`src/rtl/cpu_pkg.sv`:
```
// Shared ISA constants for the decode pipeline: opcodes, func codes, ALU
// operation codes, trap codes and the decoded-bundle record.
package cpu_pkg;

   localparam logic [5:0] OP_SPECIAL = 6'h00;
   localparam logic [5:0] OP_REGIMM  = 6'h01;
   localparam logic [5:0] OP_J       = 6'h02;
   localparam logic [5:0] OP_JAL     = 6'h03;
   localparam logic [5:0] OP_BEQ     = 6'h04;
   localparam logic [5:0] OP_BNE     = 6'h05;
   localparam logic [5:0] OP_BLEZ    = 6'h06;
   localparam logic [5:0] OP_BGTZ    = 6'h07;
   localparam logic [5:0] OP_ADDI    = 6'h08;
   localparam logic [5:0] OP_ADDIU   = 6'h09;
   localparam logic [5:0] OP_SLTI    = 6'h0A;
   localparam logic [5:0] OP_SLTIU   = 6'h0B;
   localparam logic [5:0] OP_ANDI    = 6'h0C;
   localparam logic [5:0] OP_ORI     = 6'h0D;
   localparam logic [5:0] OP_XORI    = 6'h0E;
   localparam logic [5:0] OP_LUI     = 6'h0F;
   localparam logic [5:0] OP_LB      = 6'h20;
   localparam logic [5:0] OP_LW      = 6'h23;
   localparam logic [5:0] OP_LBU     = 6'h24;
   localparam logic [5:0] OP_SB      = 6'h28;
   localparam logic [5:0] OP_SW      = 6'h2B;

   localparam logic [5:0] FN_SLL     = 6'h00;
   localparam logic [5:0] FN_SRL     = 6'h02;
   localparam logic [5:0] FN_SRA     = 6'h03;
   localparam logic [5:0] FN_SLLV    = 6'h04;
   localparam logic [5:0] FN_SRLV    = 6'h06;
   localparam logic [5:0] FN_SRAV    = 6'h07;
   localparam logic [5:0] FN_JR      = 6'h08;
   localparam logic [5:0] FN_JALR    = 6'h09;
   localparam logic [5:0] FN_SYSCALL = 6'h0C;
   localparam logic [5:0] FN_MFHI    = 6'h10;
   localparam logic [5:0] FN_MFLO    = 6'h12;
   localparam logic [5:0] FN_MULT    = 6'h18;
   localparam logic [5:0] FN_MULTU   = 6'h19;
   localparam logic [5:0] FN_DIV     = 6'h1A;
   localparam logic [5:0] FN_DIVU    = 6'h1B;
   localparam logic [5:0] FN_ADD     = 6'h20;
   localparam logic [5:0] FN_ADDU    = 6'h21;
   localparam logic [5:0] FN_SUB     = 6'h22;
   localparam logic [5:0] FN_SUBU    = 6'h23;
   localparam logic [5:0] FN_AND     = 6'h24;
   localparam logic [5:0] FN_OR      = 6'h25;
   localparam logic [5:0] FN_XOR     = 6'h26;
   localparam logic [5:0] FN_NOR     = 6'h27;
   localparam logic [5:0] FN_SLT     = 6'h2A;
   localparam logic [5:0] FN_SLTU    = 6'h2B;

   localparam logic [4:0] RI_BLTZ    = 5'h00;
   localparam logic [4:0] RI_BGEZ    = 5'h01;
   localparam logic [4:0] RI_BAL     = 5'h11;

   localparam logic [5:0] ALU_STALL   = 6'd0;
   localparam logic [5:0] ALU_ADD     = 6'd1;
   localparam logic [5:0] ALU_ADDU    = 6'd2;
   localparam logic [5:0] ALU_SUB     = 6'd3;
   localparam logic [5:0] ALU_SUBU    = 6'd4;
   localparam logic [5:0] ALU_AND     = 6'd5;
   localparam logic [5:0] ALU_OR      = 6'd6;
   localparam logic [5:0] ALU_XOR     = 6'd7;
   localparam logic [5:0] ALU_NOR     = 6'd8;
   localparam logic [5:0] ALU_SLT     = 6'd9;
   localparam logic [5:0] ALU_SLTU    = 6'd10;
   localparam logic [5:0] ALU_SLL     = 6'd11;
   localparam logic [5:0] ALU_SRL     = 6'd12;
   localparam logic [5:0] ALU_SRA     = 6'd13;
   localparam logic [5:0] ALU_SLLV    = 6'd14;
   localparam logic [5:0] ALU_SRLV    = 6'd15;
   localparam logic [5:0] ALU_SRAV    = 6'd16;
   localparam logic [5:0] ALU_LUI     = 6'd17;
   localparam logic [5:0] ALU_BEQ     = 6'd18;
   localparam logic [5:0] ALU_BNE     = 6'd19;
   localparam logic [5:0] ALU_BGTZ    = 6'd20;
   localparam logic [5:0] ALU_BLEZ    = 6'd21;
   localparam logic [5:0] ALU_BLTZ    = 6'd22;
   localparam logic [5:0] ALU_BGEZ    = 6'd23;
   localparam logic [5:0] ALU_BAL     = 6'd24;
   localparam logic [5:0] ALU_J       = 6'd25;
   localparam logic [5:0] ALU_JAL     = 6'd26;
   localparam logic [5:0] ALU_JR      = 6'd27;
   localparam logic [5:0] ALU_JALR    = 6'd28;
   localparam logic [5:0] ALU_SYSCALL = 6'd29;
   localparam logic [5:0] ALU_MULT    = 6'd30;
   localparam logic [5:0] ALU_MULTU   = 6'd31;
   localparam logic [5:0] ALU_DIV     = 6'd32;
   localparam logic [5:0] ALU_DIVU    = 6'd33;
   localparam logic [5:0] ALU_MFHI    = 6'd34;
   localparam logic [5:0] ALU_MFLO    = 6'd35;

   localparam int TRAP_STALL           = 1;
   localparam int TRAP_BAD_INSTRUCTION = 2;
   localparam int TRAP_SYSCALL         = 3;
   localparam int TRAP_OVERFLOW        = 4;

   localparam logic [1:0] MW_NONE = 2'b00;
   localparam logic [1:0] MW_BYTE = 2'b01;
   localparam logic [1:0] MW_WORD = 2'b11;

   typedef struct packed {
      logic        reg_write_en;
      logic        alu_const_as_rs;
      logic        alu_const_as_rt;
      logic        alu_check_overflow;
      logic        mem_write_en;
      logic        mem2reg_en;
      logic        mem2reg_zext;
      logic        hilo_write_en;
      logic [1:0]  maccess_width;
      logic [31:0] alu_const;
      logic [5:0]  alu_op;
      logic [4:0]  rs;
      logic [4:0]  rt;
      logic [4:0]  rd;
   } bundle_t;

   function automatic bundle_t idle_bundle();
      bundle_t b;
      b = '0;
      b.alu_op = ALU_STALL;
      return b;
   endfunction

endpackage

```
`src/rtl/decode_stage_if.sv`:
```
// Fetch -> decode -> execute handshake plus the decoded control bundle.
// The stage uses the slave view; the surrounding pipeline uses master.
interface decode_stage_if #(
   parameter int EXC_W = 8
);
   logic             flush;
   logic             in_valid;
   logic             in_ready;
   logic [31:0]      ir;
   logic [EXC_W-1:0] exception_in;
   logic             out_valid;
   logic             out_ready;
   logic             reg_write_en;
   logic             alu_const_as_rs;
   logic             alu_const_as_rt;
   logic             alu_check_overflow;
   logic             mem_write_en;
   logic             mem2reg_en;
   logic             mem2reg_zext;
   logic             hilo_write_en;
   logic [1:0]       maccess_width;
   logic [31:0]      alu_const;
   logic [5:0]       alu_op;
   logic [4:0]       rs;
   logic [4:0]       rt;
   logic [4:0]       rd;
   logic [EXC_W-1:0] exception;

   modport slave (
      input  flush, in_valid, ir, exception_in, out_ready,
      output in_ready, out_valid, reg_write_en, alu_const_as_rs, alu_const_as_rt,
             alu_check_overflow, mem_write_en, mem2reg_en, mem2reg_zext,
             hilo_write_en, maccess_width, alu_const, alu_op, rs, rt, rd, exception
   );

   modport master (
      output flush, in_valid, ir, exception_in, out_ready,
      input  in_ready, out_valid, reg_write_en, alu_const_as_rs, alu_const_as_rt,
             alu_check_overflow, mem_write_en, mem2reg_en, mem2reg_zext,
             hilo_write_en, maccess_width, alu_const, alu_op, rs, rt, rd, exception
   );
endinterface

```
`src/rtl/decode_comb.sv`:
```
// Purely combinational instruction decoder: ir -> control bundle, trap code
// and which source registers the encoding actually reads.
module decode_comb
   import cpu_pkg::*;
#(
   parameter bit ENABLE_MULDIV = 1'b0,
   parameter int EXC_W         = 8
) (
   input  logic [31:0]      ir,
   output bundle_t          bundle,
   output logic [EXC_W-1:0] exception,
   output logic             uses_rs,
   output logic             uses_rt
);
   logic [5:0]  op;
   logic [5:0]  fn;
   logic [31:0] imm_sext;
   logic [31:0] imm_zext;
   logic        valid;

   assign op       = ir[31:26];
   assign fn       = ir[5:0];
   assign imm_sext = {{16{ir[15]}}, ir[15:0]};
   assign imm_zext = {16'h0000, ir[15:0]};

   always_comb begin
      bundle    = idle_bundle();
      bundle.rs = ir[25:21];
      bundle.rt = ir[20:16];
      exception = '0;
      valid     = 1'b1;
      uses_rs   = 1'b0;
      uses_rt   = 1'b0;
      case (op)
         OP_SPECIAL: begin
            bundle.rd           = ir[15:11];
            bundle.reg_write_en = 1'b1;
            uses_rs             = 1'b1;
            uses_rt             = 1'b1;
            case (fn)
               FN_SLL, FN_SRL, FN_SRA: begin
                  bundle.alu_op = (fn == FN_SLL) ? ALU_SLL : (fn == FN_SRL) ? ALU_SRL : ALU_SRA;
                  bundle.alu_const       = {27'd0, ir[10:6]};
                  bundle.alu_const_as_rs = 1'b1;
                  uses_rs                = 1'b0;
               end
               FN_SLLV: bundle.alu_op = ALU_SLLV;
               FN_SRLV: bundle.alu_op = ALU_SRLV;
               FN_SRAV: bundle.alu_op = ALU_SRAV;
               FN_JR: begin
                  bundle.alu_op       = ALU_JR;
                  bundle.reg_write_en = 1'b0;
                  bundle.rd           = 5'd0;
                  uses_rt             = 1'b0;
               end
               FN_JALR: begin
                  bundle.alu_op = ALU_JALR;
                  uses_rt       = 1'b0;
               end
               FN_SYSCALL: begin
                  bundle.alu_op       = ALU_SYSCALL;
                  bundle.reg_write_en = 1'b0;
                  bundle.rd           = 5'd0;
                  exception           = EXC_W'(TRAP_SYSCALL);
                  uses_rs             = 1'b0;
                  uses_rt             = 1'b0;
               end
               FN_ADD:  begin bundle.alu_op = ALU_ADD; bundle.alu_check_overflow = 1'b1; end
               FN_ADDU: bundle.alu_op = ALU_ADDU;
               FN_SUB:  begin bundle.alu_op = ALU_SUB; bundle.alu_check_overflow = 1'b1; end
               FN_SUBU: bundle.alu_op = ALU_SUBU;
               FN_AND:  bundle.alu_op = ALU_AND;
               FN_OR:   bundle.alu_op = ALU_OR;
               FN_XOR:  bundle.alu_op = ALU_XOR;
               FN_NOR:  bundle.alu_op = ALU_NOR;
               FN_SLT:  bundle.alu_op = ALU_SLT;
               FN_SLTU: bundle.alu_op = ALU_SLTU;
               FN_MFHI, FN_MFLO: begin
                  valid         = ENABLE_MULDIV;
                  bundle.alu_op = (fn == FN_MFHI) ? ALU_MFHI : ALU_MFLO;
                  uses_rs       = 1'b0;
                  uses_rt       = 1'b0;
               end
               FN_MULT, FN_MULTU, FN_DIV, FN_DIVU: begin
                  valid                = ENABLE_MULDIV;
                  bundle.alu_op        = (fn == FN_MULT)  ? ALU_MULT  :
                                         (fn == FN_MULTU) ? ALU_MULTU :
                                         (fn == FN_DIV)   ? ALU_DIV   : ALU_DIVU;
                  bundle.reg_write_en  = 1'b0;
                  bundle.hilo_write_en = 1'b1;
                  bundle.rd            = 5'd0;
               end
               default: valid = 1'b0;
            endcase
         end
         OP_REGIMM: begin
            bundle.alu_const = imm_sext;
            uses_rs          = 1'b1;
            case (ir[20:16])
               RI_BLTZ: bundle.alu_op = ALU_BLTZ;
               RI_BGEZ: bundle.alu_op = ALU_BGEZ;
               RI_BAL: begin
                  bundle.alu_op       = ALU_BAL;
                  bundle.rd           = 5'd31;
                  bundle.reg_write_en = 1'b1;
               end
               default: valid = 1'b0;
            endcase
         end
         OP_J, OP_JAL: begin
            bundle.alu_const = {4'd0, ir[25:0], 2'b00};
            bundle.alu_op    = (op == OP_J) ? ALU_J : ALU_JAL;
            if (op == OP_JAL) begin
               bundle.rd           = 5'd31;
               bundle.reg_write_en = 1'b1;
            end
         end
         OP_BEQ, OP_BNE, OP_BLEZ, OP_BGTZ: begin
            bundle.alu_const = imm_sext;
            bundle.alu_op    = (op == OP_BEQ) ? ALU_BEQ : (op == OP_BNE) ? ALU_BNE :
                               (op == OP_BLEZ) ? ALU_BLEZ : ALU_BGTZ;
            uses_rs          = 1'b1;
            uses_rt          = (op == OP_BEQ) || (op == OP_BNE);
         end
         OP_ADDI, OP_ADDIU, OP_SLTI, OP_SLTIU, OP_ANDI, OP_ORI, OP_XORI, OP_LUI: begin
            bundle.rd              = ir[20:16];
            bundle.reg_write_en    = 1'b1;
            bundle.alu_const_as_rt = 1'b1;
            bundle.alu_const       = imm_sext;
            uses_rs                = 1'b1;
            case (op)
               OP_ADDI:  begin bundle.alu_op = ALU_ADD; bundle.alu_check_overflow = 1'b1; end
               OP_ADDIU: bundle.alu_op = ALU_ADDU;
               OP_SLTI:  bundle.alu_op = ALU_SLT;
               OP_SLTIU: bundle.alu_op = ALU_SLTU;
               OP_ANDI:  begin bundle.alu_op = ALU_AND; bundle.alu_const = imm_zext; end
               OP_ORI:   begin bundle.alu_op = ALU_OR;  bundle.alu_const = imm_zext; end
               OP_XORI:  begin bundle.alu_op = ALU_XOR; bundle.alu_const = imm_zext; end
               default: begin
                  bundle.alu_op    = ALU_LUI;
                  bundle.alu_const = {ir[15:0], 16'h0000};
                  uses_rs          = 1'b0;
               end
            endcase
         end
         OP_LB, OP_LW, OP_LBU: begin
            bundle.rd              = ir[20:16];
            bundle.reg_write_en    = 1'b1;
            bundle.alu_op          = ALU_ADDU;
            bundle.alu_const       = imm_sext;
            bundle.alu_const_as_rt = 1'b1;
            bundle.mem2reg_en      = 1'b1;
            bundle.mem2reg_zext    = (op == OP_LBU);
            bundle.maccess_width   = (op == OP_LW) ? MW_WORD : MW_BYTE;
            uses_rs                = 1'b1;
         end
         OP_SB, OP_SW: begin
            bundle.alu_op          = ALU_ADDU;
            bundle.alu_const       = imm_sext;
            bundle.alu_const_as_rt = 1'b1;
            bundle.mem_write_en    = 1'b1;
            bundle.maccess_width   = (op == OP_SW) ? MW_WORD : MW_BYTE;
            uses_rs                = 1'b1;
            uses_rt                = 1'b1;
         end
         default: valid = 1'b0;
      endcase
      // Anything unrecognised collapses to an inert bundle carrying the trap.
      if (!valid) begin
         bundle    = idle_bundle();
         exception = EXC_W'(TRAP_BAD_INSTRUCTION);
         uses_rs   = 1'b0;
         uses_rt   = 1'b0;
      end
   end
endmodule

```
`src/rtl/decode_stage.sv`:
```
// Handshaked decode stage: registers one decoded bundle per transfer and
// stalls dependants of a load until the load result can be forwarded.
module decode_stage
   import cpu_pkg::*;
#(
   parameter bit ENABLE_MULDIV    = 1'b0,
   parameter int LOAD_USE_BUBBLES = 1,
   parameter int EXC_W            = 8
) (
   input  logic clk,
   input  logic rst,
   decode_stage_if.slave bus
);
   // The held load already costs one dead cycle, so the counter covers the rest.
   localparam logic [1:0] BUB_LOAD = (LOAD_USE_BUBBLES > 0) ? 2'(LOAD_USE_BUBBLES - 1) : 2'd0;
   localparam bit HELD_LOAD_STALLS = (LOAD_USE_BUBBLES != 0);

   bundle_t          bundle_q, bundle_d;
   logic [EXC_W-1:0] exception_q, exception_d;
   logic             out_valid_q, out_valid_d;
   logic [4:0]       pend_rd_q, pend_rd_d;
   logic [1:0]       bub_cnt_q, bub_cnt_d;

   bundle_t          dec_bundle;
   logic [EXC_W-1:0] dec_exception;
   logic             uses_rs, uses_rt;
   bundle_t          in_bundle;
   logic [EXC_W-1:0] in_exception;
   logic             hit_pend, hit_held, hazard;
   logic             in_ready, xfer_in, xfer_out;

   decode_comb #(
      .ENABLE_MULDIV(ENABLE_MULDIV),
      .EXC_W        (EXC_W)
   ) u_decode_comb (
      .ir       (bus.ir),
      .bundle   (dec_bundle),
      .exception(dec_exception),
      .uses_rs  (uses_rs),
      .uses_rt  (uses_rt)
   );

   assign in_bundle    = (bus.exception_in != '0) ? idle_bundle() : dec_bundle;
   assign in_exception = (bus.exception_in != '0) ? bus.exception_in : dec_exception;

   assign hit_pend = (pend_rd_q != 5'd0) &&
                     ((uses_rs && bus.ir[25:21] == pend_rd_q) || (uses_rt && bus.ir[20:16] == pend_rd_q));
   assign hit_held = (bundle_q.rd != 5'd0) &&
                     ((uses_rs && bus.ir[25:21] == bundle_q.rd) || (uses_rt && bus.ir[20:16] == bundle_q.rd));
   assign hazard   = ((bub_cnt_q != 2'd0) && hit_pend) ||
                     (out_valid_q && bundle_q.mem2reg_en && hit_held && (HELD_LOAD_STALLS || !bus.out_ready));

   assign in_ready = !bus.flush && !hazard && (!out_valid_q || bus.out_ready);
   assign xfer_in  = bus.in_valid && in_ready;
   assign xfer_out = out_valid_q && bus.out_ready;

   always_comb begin
      bundle_d    = bundle_q;
      exception_d = exception_q;
      out_valid_d = out_valid_q;
      pend_rd_d   = pend_rd_q;
      bub_cnt_d   = (bub_cnt_q != 2'd0) ? bub_cnt_q - 2'd1 : 2'd0;
      if (xfer_out && bundle_q.mem2reg_en && bundle_q.rd != 5'd0) begin
         pend_rd_d = bundle_q.rd;
         bub_cnt_d = BUB_LOAD;
      end
      if (xfer_in) begin
         bundle_d    = in_bundle;
         exception_d = in_exception;
         out_valid_d = 1'b1;
      end else if (xfer_out) begin
         out_valid_d = 1'b0;
      end
      if (bus.flush) begin
         bundle_d    = idle_bundle();
         exception_d = '0;
         out_valid_d = 1'b0;
         pend_rd_d   = 5'd0;
         bub_cnt_d   = 2'd0;
      end
   end

   always_ff @(posedge clk) begin
      if (rst) begin
         bundle_q    <= idle_bundle();
         exception_q <= EXC_W'(TRAP_STALL);
         out_valid_q <= 1'b0;
         pend_rd_q   <= 5'd0;
         bub_cnt_q   <= 2'd0;
      end else begin
         bundle_q    <= bundle_d;
         exception_q <= exception_d;
         out_valid_q <= out_valid_d;
         pend_rd_q   <= pend_rd_d;
         bub_cnt_q   <= bub_cnt_d;
      end
   end

   assign bus.in_ready           = in_ready;
   assign bus.out_valid          = out_valid_q;
   assign bus.reg_write_en       = bundle_q.reg_write_en;
   assign bus.alu_const_as_rs    = bundle_q.alu_const_as_rs;
   assign bus.alu_const_as_rt    = bundle_q.alu_const_as_rt;
   assign bus.alu_check_overflow = bundle_q.alu_check_overflow;
   assign bus.mem_write_en       = bundle_q.mem_write_en;
   assign bus.mem2reg_en         = bundle_q.mem2reg_en;
   assign bus.mem2reg_zext       = bundle_q.mem2reg_zext;
   assign bus.hilo_write_en      = bundle_q.hilo_write_en;
   assign bus.maccess_width      = bundle_q.maccess_width;
   assign bus.alu_const          = bundle_q.alu_const;
   assign bus.alu_op             = bundle_q.alu_op;
   assign bus.rs                 = bundle_q.rs;
   assign bus.rt                 = bundle_q.rt;
   assign bus.rd                 = bundle_q.rd;
   assign bus.exception          = exception_q;
endmodule

```
`src/flat_wrapper.sv`:
```
// flat-port wrapper written by rule: the top's interface ports become plain ports
module decode_stage_flat import cpu_pkg::*;
#(
   parameter bit ENABLE_MULDIV    = 1'b0,
   parameter int LOAD_USE_BUBBLES = 1,
   parameter int EXC_W            = 8
)
  (clk, rst, bus_flush, bus_in_valid, bus_ir, bus_exception_in, bus_out_ready, bus_in_ready, bus_out_valid, bus_reg_write_en, bus_alu_const_as_rs, bus_alu_const_as_rt, bus_alu_check_overflow, bus_mem_write_en, bus_mem2reg_en, bus_mem2reg_zext, bus_hilo_write_en, bus_maccess_width, bus_alu_const, bus_alu_op, bus_rs, bus_rt, bus_rd, bus_exception);
  decode_stage_if #(.EXC_W(EXC_W)) bus_i ();
  input  logic clk;
  input  logic rst;
  input wire logic [$bits(bus_i.flush)-1:0] bus_flush;
  input wire logic [$bits(bus_i.in_valid)-1:0] bus_in_valid;
  input wire logic [$bits(bus_i.ir)-1:0] bus_ir;
  input wire logic [$bits(bus_i.exception_in)-1:0] bus_exception_in;
  input wire logic [$bits(bus_i.out_ready)-1:0] bus_out_ready;
  output wire logic [$bits(bus_i.in_ready)-1:0] bus_in_ready;
  output wire logic [$bits(bus_i.out_valid)-1:0] bus_out_valid;
  output wire logic [$bits(bus_i.reg_write_en)-1:0] bus_reg_write_en;
  output wire logic [$bits(bus_i.alu_const_as_rs)-1:0] bus_alu_const_as_rs;
  output wire logic [$bits(bus_i.alu_const_as_rt)-1:0] bus_alu_const_as_rt;
  output wire logic [$bits(bus_i.alu_check_overflow)-1:0] bus_alu_check_overflow;
  output wire logic [$bits(bus_i.mem_write_en)-1:0] bus_mem_write_en;
  output wire logic [$bits(bus_i.mem2reg_en)-1:0] bus_mem2reg_en;
  output wire logic [$bits(bus_i.mem2reg_zext)-1:0] bus_mem2reg_zext;
  output wire logic [$bits(bus_i.hilo_write_en)-1:0] bus_hilo_write_en;
  output wire logic [$bits(bus_i.maccess_width)-1:0] bus_maccess_width;
  output wire logic [$bits(bus_i.alu_const)-1:0] bus_alu_const;
  output wire logic [$bits(bus_i.alu_op)-1:0] bus_alu_op;
  output wire logic [$bits(bus_i.rs)-1:0] bus_rs;
  output wire logic [$bits(bus_i.rt)-1:0] bus_rt;
  output wire logic [$bits(bus_i.rd)-1:0] bus_rd;
  output wire logic [$bits(bus_i.exception)-1:0] bus_exception;
  assign bus_i.flush = bus_flush;
  assign bus_i.in_valid = bus_in_valid;
  assign bus_i.ir = bus_ir;
  assign bus_i.exception_in = bus_exception_in;
  assign bus_i.out_ready = bus_out_ready;
  assign bus_in_ready = bus_i.in_ready;
  assign bus_out_valid = bus_i.out_valid;
  assign bus_reg_write_en = bus_i.reg_write_en;
  assign bus_alu_const_as_rs = bus_i.alu_const_as_rs;
  assign bus_alu_const_as_rt = bus_i.alu_const_as_rt;
  assign bus_alu_check_overflow = bus_i.alu_check_overflow;
  assign bus_mem_write_en = bus_i.mem_write_en;
  assign bus_mem2reg_en = bus_i.mem2reg_en;
  assign bus_mem2reg_zext = bus_i.mem2reg_zext;
  assign bus_hilo_write_en = bus_i.hilo_write_en;
  assign bus_maccess_width = bus_i.maccess_width;
  assign bus_alu_const = bus_i.alu_const;
  assign bus_alu_op = bus_i.alu_op;
  assign bus_rs = bus_i.rs;
  assign bus_rt = bus_i.rt;
  assign bus_rd = bus_i.rd;
  assign bus_exception = bus_i.exception;
  decode_stage #(.ENABLE_MULDIV(ENABLE_MULDIV), .LOAD_USE_BUBBLES(LOAD_USE_BUBBLES), .EXC_W(EXC_W)) u_core (.clk(clk), .rst(rst), .bus(bus_i));
endmodule
```
`config.mk`:
```
export PLATFORM = sky130hd
export DESIGN_NAME = decode_stage_flat
export DESIGN_NICKNAME = d
export VERILOG_FILES = /design/src/rtl/cpu_pkg.sv /design/src/rtl/decode_stage_if.sv /design/src/rtl/decode_comb.sv /design/src/rtl/decode_stage.sv /design/src/flat_wrapper.sv
export SDC_FILE = /design/constraint.sdc
export NUM_CORES = 1
export LEC_CHECK = 0
export CAP_MARGIN = 20
export CORE_MARGIN = 3
export CORE_UTILIZATION = 40
export DETAILED_ROUTE_END_ITERATION = 12
export PLACE_DENSITY_LB_ADDON = 0.1
export SLEW_MARGIN = 20
export SYNTH_ARGS = -nofsm -noshare
export SYNTH_HDL_FRONTEND = slang
export SYNTH_SLANG_ARGS = --single-unit
```
`constraint.sdc`:
```
create_clock -name clk -period 2.9 [get_ports clk]
set_input_delay 0.29 -clock clk [delete_from_list [all_inputs] [get_ports clk]]
set_output_delay 0.29 -clock clk [all_outputs]
set_load 0.01 [all_outputs]
```
Word-level counts from Yosys, hierarchy flattened
Index checks and enable logic that the tools add are counted.
{ "word_totals": {"reg_bits": 79, "elab_cells": 184, "in_bits": 45, "output_inout_bits": 73} }
{ "op_classes": {"addsub": 1, "mux": 57, "reduce_logical": 56, "eq_ne": 50, "n_bitwise": 1} }
{ "op_table": {"columns": ["op", "n"], "rows": [
  ["$pmux 38 s6", 1],
  ["$mux 63", 2],
  ["$pmux 6 s19", 1],
  ["$eq 6x6->1 const B", 15],
  ["$eq 6x4->1 const B", 11],
  ["$pmux 32 s2", 1],
  ["$eq 6x3->1 const B", 7],
  ["$reduce_or 19->1", 2],
  ["$eq 6x5->1 const B", 6],
  ["$pmux 5 s7", 1],
  ["$mux 1", 26],
  ["$eq 6x2->1 const B", 4],
  ["$eq 5x5->1", 4],
  ["$mux 5", 4],
  ["$pmux 5 s4", 1],
  ["$mux 8", 2],
  ["$reduce_or 4->1", 4],
  ["$logic_and 1x1->1", 15],
  ["$pmux 5 s3", 1],
  ["$reduce_or 13->1", 1],
  ["$logic_not 6->1", 2],
  ["$mux 2", 6],
  ["$mux 6", 2],
  ["$reduce_or 3->1", 4],
  ["other kinds (23)", 42]
]} }

Depth between registers and ports, before layout
Gate-level depths: netlist (run 1).
{ "logic_depth": {"word_depth": 16, "depth_mapped": 10} }

By module
Synthesis (run 1) repeated with hierarchy kept, for this count alone.
{ "unflattened": {"cells_unflattened": 697, "hier_area_um2": 5302.6} }
{ "by_module_without_submodules": {"columns": ["mod", "seq_area_each_um2", "cells_per_inst", "instances", "area_each_um2"], "rows": [
  ["decode_stage", 1581.5, 383, 1, 3397.0],
  ["decode_comb", 0.0, 314, 1, 1905.6]
]} }

Worst setup path after synthesis (run 1)
OpenSTA, ideal clock, no wires.
{ "synth_timing": {"kind": "register to register", "from": "register u_core.bundle_q (netlist bit u_core.bus.rd[0])", "to": "register u_core.bundle_q (netlist bit u_core.bus.mem2reg_zext)", "setup_slack_ns": 0.581, "path_buffers": 2, "arrival_time_ns": 2.248, "stages_incl_launch_ff": 10, "t_required_ns": 2.828, "path_cell_list": "dfxtp_1 -> or3_1 -> o311a_4 -> nand4_2 -> o2bb2a_4 -> o31ai_4 -> nor2b_4 -> buf_12 -> buf_12 -> mux2i_1"} }
{ "synth_between": {"elab_chain_cells": 10, "elab_cells_between_ends": 13, "classes_between": "eq/ne: 2; reduce/logical: 11"} }
{ "synth_rtl": {"columns": ["element", "line_no", "rtl"], "rows": [
  ["start: declaration", "decode_stage.sv:18", "bundle_t bundle_q, bundle_d;"],
  ["start signal: assignment", "decode_stage.sv:85", "bundle_q <= idle_bundle();"],
  ["start signal: assignment", "decode_stage.sv:91", "bundle_q <= bundle_d;"],
  ["$eq 5x5->1", "decode_stage.sv:49", "((uses_rs && bus.ir[25:21] == bundle_q.rd) || (uses_rt && bus.ir[20:16] == bundle_q.rd));"],
  ["$logic_and 1x1->1", "decode_stage.sv:49", null],
  ["$logic_or 1x1->1", "decode_stage.sv:49", null],
  ["$logic_and 1x1->1 *", "decode_stage.sv:48", "assign hit_held = (bundle_q.rd != 5'd0) &&"],
  ["$logic_and 1x1->1 *", "decode_stage.sv:51", "(out_valid_q && bundle_q.mem2reg_en && hit_held && (HELD_LOAD_STALLS || !bus.out_ready));"],
  ["$logic_or 1x1->1 *", "decode_stage.sv:50", "assign hazard = ((bub_cnt_q != 2'd0) && hit_pend) ||"],
  ["$logic_not 1->1 *", "decode_stage.sv:53", "assign in_ready = !bus.flush && !hazard && (!out_valid_q || bus.out_ready);"],
  ["$logic_and 1x1->1 * (2 in a row)", "decode_stage.sv:53", null],
  ["$logic_and 1x1->1 *", "decode_stage.sv:54", "assign xfer_in = bus.in_valid && in_ready;"]
]} }
Every way passes the cells marked *; elsewhere a longest branch is shown, timed or not.
A chain may end at the register's enable or synchronous reset.

Worst setup path after layout (run 1)
{ "layout_timing": {"from": "register u_core.bundle_q (netlist bit u_core.bus.rd[0])", "to": "register u_core.bundle_q (netlist bit u_core.bus.rs[4])"} }
Same word-level chain as after synthesis.

==> run summary, run 1 <==
The run finished with clean final reports. Ranked by total cell area, the synthesized netlist is headed by dfxtp_1, mux2i_1, nand2_1. The area growth from synthesis to layout is 37.9%. The die boundary width is 119 um. TritonCTS built the clock tree. The worst setup path is captured at a register.

Global routing used 37.7% of the available met2 tracks. The H-tree was split into 3 levels. The most crowded layer after global routing was met2. The synthesized netlist devotes 17.6% of its cell area to compound gates. The tools report the launch instance of the worst register-to-register path as u_core.bus.rd[0]. The first routing iteration left 379 violations. DRC violation count after routing: 0. The mapped netlist covers 5150 um^2.

The buffer count from post-CTS setup fixing is 0. Of the total synthesized cell area, the portion taken by AND, OR, NAND and NOR gates is 26.1%. The total instance count after detailed placement is 960, and the detail-routed via count per cell is 5.35.

The logs give 0.909 for the routability-driven placement congestion ratio and 0 for the initial antenna violation count. The count of final setup violators is 0, and the transition time at the pin with the least slew margin is 774 ps. The logs give 0 for the max-capacitance violation count and 9.85 ps for the final worst clock skew. The die is 119 um tall. Dividing total power by cell area gives a power density of 371 nW/um^2. The share of synthesized area occupied by flip-flops and latches came out at 30.7%. Overall track demand over capacity in global routing: 23.2%.

By startpoint and endpoint, the worst setup path is classified as register to register. Met3 usage in global routing: 3.75%. Of all nets on the critical path, the largest fanout is 8.

Setup repair after global routing left no endpoint under its margin. In this run the remaining antenna-violating nets after routing total 0. The critical path launch point type was a register. For this run, the number of standard cells in the final layout without fillers is 976. The most critical setup path has its startpoint at u_core.bus.rd[0]. The final design instance area without fill is 7100 um^2.

The total number of nets in the final design is 849, and the mux cell area share after synthesis is 13.6%. The maximum number of pins on one net before global-route repair was 75; the count of pins on the block boundary was 118. VDD sags by at most 0.000234 V. The smallest clock period supported by the final layout is computed as 2590 ps. Number of antenna cells inserted: 0. Prior to clock tree synthesis, the placed netlist has a worst setup slack of -87.7 ps. Clock tree synthesis found a total of 79 sinks. In this run the static leakage power is 2.70 nW. The first TritonRoute pass finished after 7 iterations. The run gives 0 as the number of hold violations in the final report. Synthesis produced a netlist with a net count of 697. The final route contains 5218 vias. The worst max-slew margin expressed relative to the limit was 48.4%; the count of buffers inserted at the top-level ports was 117. Counting instances in the post-synthesis netlist gives the leading cell types as nand2_1, dfxtp_1, mux2i_1, clkbuf_1, o21ai_0. After layout, the worst path uses 89.2% of the clock period. The floorplan has 40 rows. For the global-route congestion overflow total, the log shows 0. Based on the critical path, the design can be clocked at up to 386 MHz.

The longest clock path from root to sink contains 2 buffers. For the total wire length, the log shows 16700 um. The overall power after layout was 0.00263 W. For this configuration, the core starts out at a cell density of 41.8%. The via count of the first global-routing pass was 4950. The start point of the worst hold path is u_core.bub_cnt_q[0]. STA puts the critical path data arrival time at 2850 ps. Setup total negative slack on the finished layout was measured at 0 ps. The run gives 0 as the hold buffer count at CTS. The library cell with the highest instance count after synthesis is nand2_1.

For the post-detailed-placement half-perimeter wirelength, the log shows 12700 um. The yosys synthesis warning count was 0. The worst hold path class is register to register. The share of post-route cells with drive strength above 1 works out to 14.7%. The later pin in the worst-skew pair is clocked with a latency of 340 ps. The global routing met1 resource utilization was 31.5%; the adder-cell area share of the yosys netlist was 0.243%. The clock transition at the register clock pins on the worst setup and hold paths after CTS was 60 ps; the area of the die was 14300 um^2.

Of the total synthesized cell area, the portion taken by XOR and XNOR cells is 3.57%. Across all setup checks in the final design, the least slack found is 313 ps. The number of library cell types mapped by synthesis is 68, and the average wire per standard cell is 17.1 um.

Of all cell types, the one taking the most synthesized area is dfxtp_1. Buffers inserted during clock tree synthesis total 9. The root buffer cell chosen for the clock tree is clkbuf_16. The region available for standard cell placement spans 12300 um^2. The combinational family with the most area after synthesis is simple AND/OR/NAND/NOR gates. At the worst endpoint, the required time is 3160 ps.

Proportion of register bits with asynchronous set or reset after synthesis: 0%. The area share of the leading cell type in the synthesized netlist was 30.7%. The count of flip-flops with a built-in enable after synthesis works out to 0. The tools report the number of instances in the synthesized netlist as 651. Counting flops and latches in the post-synthesis netlist gives 79. In this run the cell area measured after placement is 6810 um^2. The final number of max-transition violations is 0, and the number of inserted filler cells in the final layout is 1180. Dividing the synthesized area by the synthesized cell count gives 7.91 um^2. The most instantiated flip-flop cell in the synthesis netlist is dfxtp_1.

The first global-routing pass estimated 26700 um of wire.
-- worst paths after layout --
kind,to,slack (ps),cells after the start
min,u_core.bub_cnt_q[0],410,1
max,u_core.bus.rs[4],310,9
max reg2reg,u_core.bus.rs[4],310,9
min reg2reg,u_core.bub_cnt_q[0],410,1
-- cells in the final DEF, fill, tap and decap left out, types with 4 or more instances in the layout --
cell             instances
inv_1                   10
nand2b_1                13
mux2i_1                 70
clkbuf_16                9
xnor2_1                  9
clkdlybuf4s50_1        115
or3_1                    5
nor3_1                  11
nand3b_1                 6
or2_2                    4
o31ai_1                  4
nand3_1                 24
nor2_1                  21
o22ai_1                  4
buf_4                   78
o21a_1                   5
nor2b_1                  7
xor2_1                  12
dfxtp_1                 79
o21ai_0                 34
a22o_1                  13
nand2_1                168
a31o_1                   5
a21oi_1                 22
-- layout make-up --
cell class | count | area, um^2 | share of cell area (%)
multi-input combinational | 504 | 3180 | 44.7
timing repair buffer | 199 | 1830 | 25.8
sequential | 79 | 1580 | 22.3
clock buffer | 12 | 236 | 3.33
tap | 168 | 210 | 2.96
inverter | 10 | 37.5 | 0.528
clock inverter | 4 | 32.5 | 0.458
-- flip-flops by register name, indices dropped and copies added, names as in the netlist, 2 cells and up --
signal,flops
u_core.pend_rd_q,5
u_core.bus.maccess_width,2
u_core.bus.rt,5
u_core.bus.alu_op,6
u_core.bus.exception,8
u_core.bus.rd,5
u_core.bus.rs,5
u_core.bus.alu_const,32
u_core.bub_cnt_q,2
-- through the flow --
step           hold slack (ps)  util [%]
2_1_floorplan              390         -
3_3_place_gp               399      55.3
3_5_place_dp               406      55.3
4_1_cts                    414      57.5
5_1_grt                    451      57.7
6_report                   411      57.7
-- logic make-up (layout without fill, tap and decap cells) --
kind of cell | Yosys count | after routing
simple gates | 286 | 286
compound gates | 126 | 126
flops | 79 | 79
mux | 70 | 70
buf+inv | 68 | 225
xor+xnor | 21 | 21
fa+ha+maj | 1 | 1
-- worst max-delay path: stages, from the launching register on --
cell	delay, ps
dfxtp_1	300
or3_1	390
o311a_4	360
nand4_2	120
o2bb2a_4	180
buf_4	130
o31ai_4	250
nor2b_4	320
buf_4	250
mux2i_1	210
-- power breakdown --
| part | switching [W] | internal (W) |
|---|---|---|
| combinational | 0.000256 | 0.000231 |
| sequential | 0.00000301 | 0.00109 |
| clock | 0.000468 | 0.000584 |
-- per-layer routing --
layer  wire length (um)  vias to the layer above
li1                   -                     2566
met1               7560                     2451
met2               7790                      180
met3                972                       21
met4                393                        0
met5                  0                        -
-- repair_timing --
item | CTS | global route
resized for setup | 3 | 5
cloned | 0 | 0
endpoints found under the setup margin | 1 | 1
No activity file was read; power rests on OpenSTA's default activity.
==> inputs of run 2 (changes only) <==
CORE_MARGIN = default   (was 3)
==> run 2 against run 1 <==
Hold slack barely moved. Utilization shrank 0.36 points. Non-clock buffer count up 6. Via count increased by 0.23%. Count of clock-buffer cells in the layout fell by 1. Critical path type unchanged. Largest cell class unchanged. Largest power group is now clock. Highest routed layer unchanged.
==> run summary, run 2 (same netlist as run 1, synthesis figures left out) <==
The flow ran to the end, and the final reports show no timing, DRC or antenna violations. The run gives 75 (unchanged) as the maximum number of pins on one net before global-route repair. The logs give 2 (unchanged) for the maximum buffer depth of the clock tree and 403 (+6.3%) for the initial DRC count.

The tools report the arrival time of data at the critical path endpoint as 2880 ps (+30 ps). For the area of the die, the log shows 13300 um^2 (-6.6%). The count of buffers inserted at the top-level ports came out at 117 (unchanged). Transition time at the pin with the least slew margin: 758 ps (-16.2 ps). For the highest clock frequency the design can meet, the log shows 381 MHz (-1.3%).

Walking the worst path, the cells encountered are or3_1 > o311a_4 > nand4_2 > o2bb2a_4 > buf_4 > o31ai_4 > nor2b_4 > buf_12 > buf_12 > mux2i_1. Chip height: 115 um (-3.3%). The logs give 6900 um^2 (+1.3%) for the standard cell area after detailed placement and 16200 um (-3.0%) for the total wire length.

The worst max-slew margin expressed relative to the limit is 49.4% (+1.1 points). For the initial antenna violation count, the log shows 0 (unchanged). The gate family responsible for the most delay along the worst path was compound AO/OA/AOI/OAI gates.

For the first-pass iteration count of the detailed router, the log shows 6 (-1). The overall power after layout was 0.00270 W (+2.6%). For the via count of the first global-routing pass, the log shows 4922 (-0.57%). Number of hold violations in the final report: 0 (unchanged). The logs give 2.77 nW (+2.4%) for the standby leakage power and 41 (+2.5%) for the number of placement rows. The final worst clock skew is 10.0 ps (+0.157 ps), and the number of clock buffers inserted by TritonCTS is 9 (unchanged). The die boundary width was 115 um (-3.3%); the largest stage delay on the critical path was 390 ps (about the same). For the post-detailed-placement half-perimeter wirelength, the log shows 12400 um (-1.8%). The number of buffer and inverter stages on the critical path came out at 3 (+1). The worst hold-check slack was 411 ps (+0.0870 ps). The leading cell type in the layout, fill and taps excluded was nand2_1. The endpoint identified for the worst register-to-register timing path is u_core.bus.alu_const[29]. TritonCTS built the clock tree. The largest fanout of any net on the critical path works out to 13 (+5).

For the effective utilization at floorplan, the log shows 41.0% (-0.85 points). The flip-flop count of the largest register after layout works out to 32 (unchanged). The worst setup path is launched from a register. The number of stages on the worst hold path was 1 (unchanged); the number of antenna cells inserted was 0 (unchanged). The cell area power density was 375 nW/um^2 (+1.2%). The share of post-route cells with drive strength above 1 is 15.6% (+0.87 points), and the maximum VDD drop is 0.000247 V (+5.7%). The path class of the tightest hold or removal check is register to register. The final clock period utilization by the worst path was 90.4% (+1.2 points). Tracing the worst setup path back leads to its startpoint at u_core.bus.rd[0].

The tools report the launch instance of the worst register-to-register path as u_core.bus.rd[0]. The area growth from synthesis to layout is 39.9%. The logs give 7210 um^2 (+1.4%) for the final design instance area without fill and 0 (unchanged) for the DRC violation count after routing.

The tools report the clock tree root driver cell as clkbuf_16. The logs give 0 (unchanged) for the count of final setup violators and 79 (unchanged) for the count of clock tree sinks. Detail-routed via count per cell: 5.30 (-0.79%). The length in cells of the worst reg-to-reg path is 10 (+1). The critical path endpoint category was a register. Setup repair after global routing left no endpoint under its margin. The clock transition at the register clock pins on the worst setup and hold paths after CTS came out at 60 ps (about the same). Cell repeated most along the worst path: buf_12. The total number of nets in the final design was 855 (+0.71%); the insertion delay of the later-clocked pin in the worst-skew pair was 350 ps (about the same). The average wire per standard cell was 16.5 um (-3.9%). The number of vias in the routed layout was 5230 (+0.23%); the overall track demand over capacity in global routing was 25.0% (+1.8 points). On the critical path, the stage with the largest delay is an instance of or3_1. The routability-driven placement congestion ratio is 0.872 (-4.1%).

The hold buffer count at CTS is 0 (unchanged), and the core area is 12600 um^2 (+2.1%). The timing endpoint of the critical path was u_core.bus.alu_const[29]. The required time at the endpoint of the critical path was 3160 ps (about the same).

The clock period minus final worst setup slack was 2620 ps (+35.4 ps). The tools report the buffer count from post-CTS setup fixing as 0 (unchanged). The final number of max-transition violations came out at 0 (unchanged). Leaving out fill and tap cells, the most frequent cells in the layout are nand2_1, clkdlybuf4s50_1, buf_4, dfxtp_1, mux2i_1. The tools report the max-capacitance violation count as 0 (unchanged).

The run gives 0 (unchanged) as the global-route congestion overflow total. The minimum setup slack among reg-to-reg paths came out at 280 ps (-40 ps). Cell depth of the worst setup path: 10 (+1). The count of pins on the block boundary was 118 (unchanged); the wire length of the first global-routing pass was 25500 um (-4.5%). The tools report the number of antenna-violating nets in the routed design as 0 (unchanged). The critical path start-end classification is register to register.

The depth of the CTS H-tree was 3 (unchanged).
==> run 2: cell types whose count changed in the layout (fill, tap and decap cells not counted), moves of 2 or more <==
cell        previous run  this run
buf_12                 3         6
clkbuf_1               3         0
clkbuf_8               0         2
buf_4                 78        82
clkinvlp_4             2         0
==> run 2: stage by stage <==
step	instances	TNS [ps]	setup slack, ps	utilization, %
floorplan	651	0	581	-
global placement	970	-156	-156	54.9
detailed placement	970	-1100	-154	54.9
CTS	986	0	5.72	57.3
global route	986	0	180	57.3
finish	986	0	277	57.3
==> run 2: area by class of cell <==
cell class                      instances  area, um^2
Inverter                               10        37.5
Multi-Input combinational cell        504        3170
Sequential cell                        79        1580
Tap cell                              172         215
Fill cell                            1196        5360
Clock inverter                          5        40.0
Timing Repair Buffer                  205        1910
Clock buffer                           11         253
==> run 2: worst min-delay path by stage <==
stage | from | to | slack, ps
4_1_cts | u_core.bub_cnt_q[0] | u_core.bub_cnt_q[0] | 410
6_report | u_core.bub_cnt_q[0] | u_core.bub_cnt_q[0] | 410
5_1_grt | u_core.bub_cnt_q[0] | u_core.bub_cnt_q[0] | 430
3_3_place_gp | u_core.bub_cnt_q[0] | u_core.bub_cnt_q[0] | 400
2_1_floorplan | rst | u_core.bus.exception[0] | 390
3_5_place_dp | u_core.bub_cnt_q[0] | u_core.bub_cnt_q[0] | 410
==> run 2: power breakdown <==
part / internal (W) / total, W / switching (W) / leakage (nW)
combinational: 0.000243 / 0.000499 / 0.000255 / 1.99
sequential: 0.00109 / 0.00109 / 0.00000315 / 0.637
clock: 0.000633 / 0.00111 / 0.000478 / 0.146
==> run 2: repair_timing <==
item | CTS | global route
gates resized for setup | 4 | 3
pin swaps | 0 | 0
gates cloned | 0 | 0
setup endpoints to repair | 1 | 1
==> run 2: layer usage <==
layer,GRT usage [%],wire length (um)
met3,4.45,900
met4,10.8,470
met1,32.9,7320
met5,0,0
met2,40.2,7530
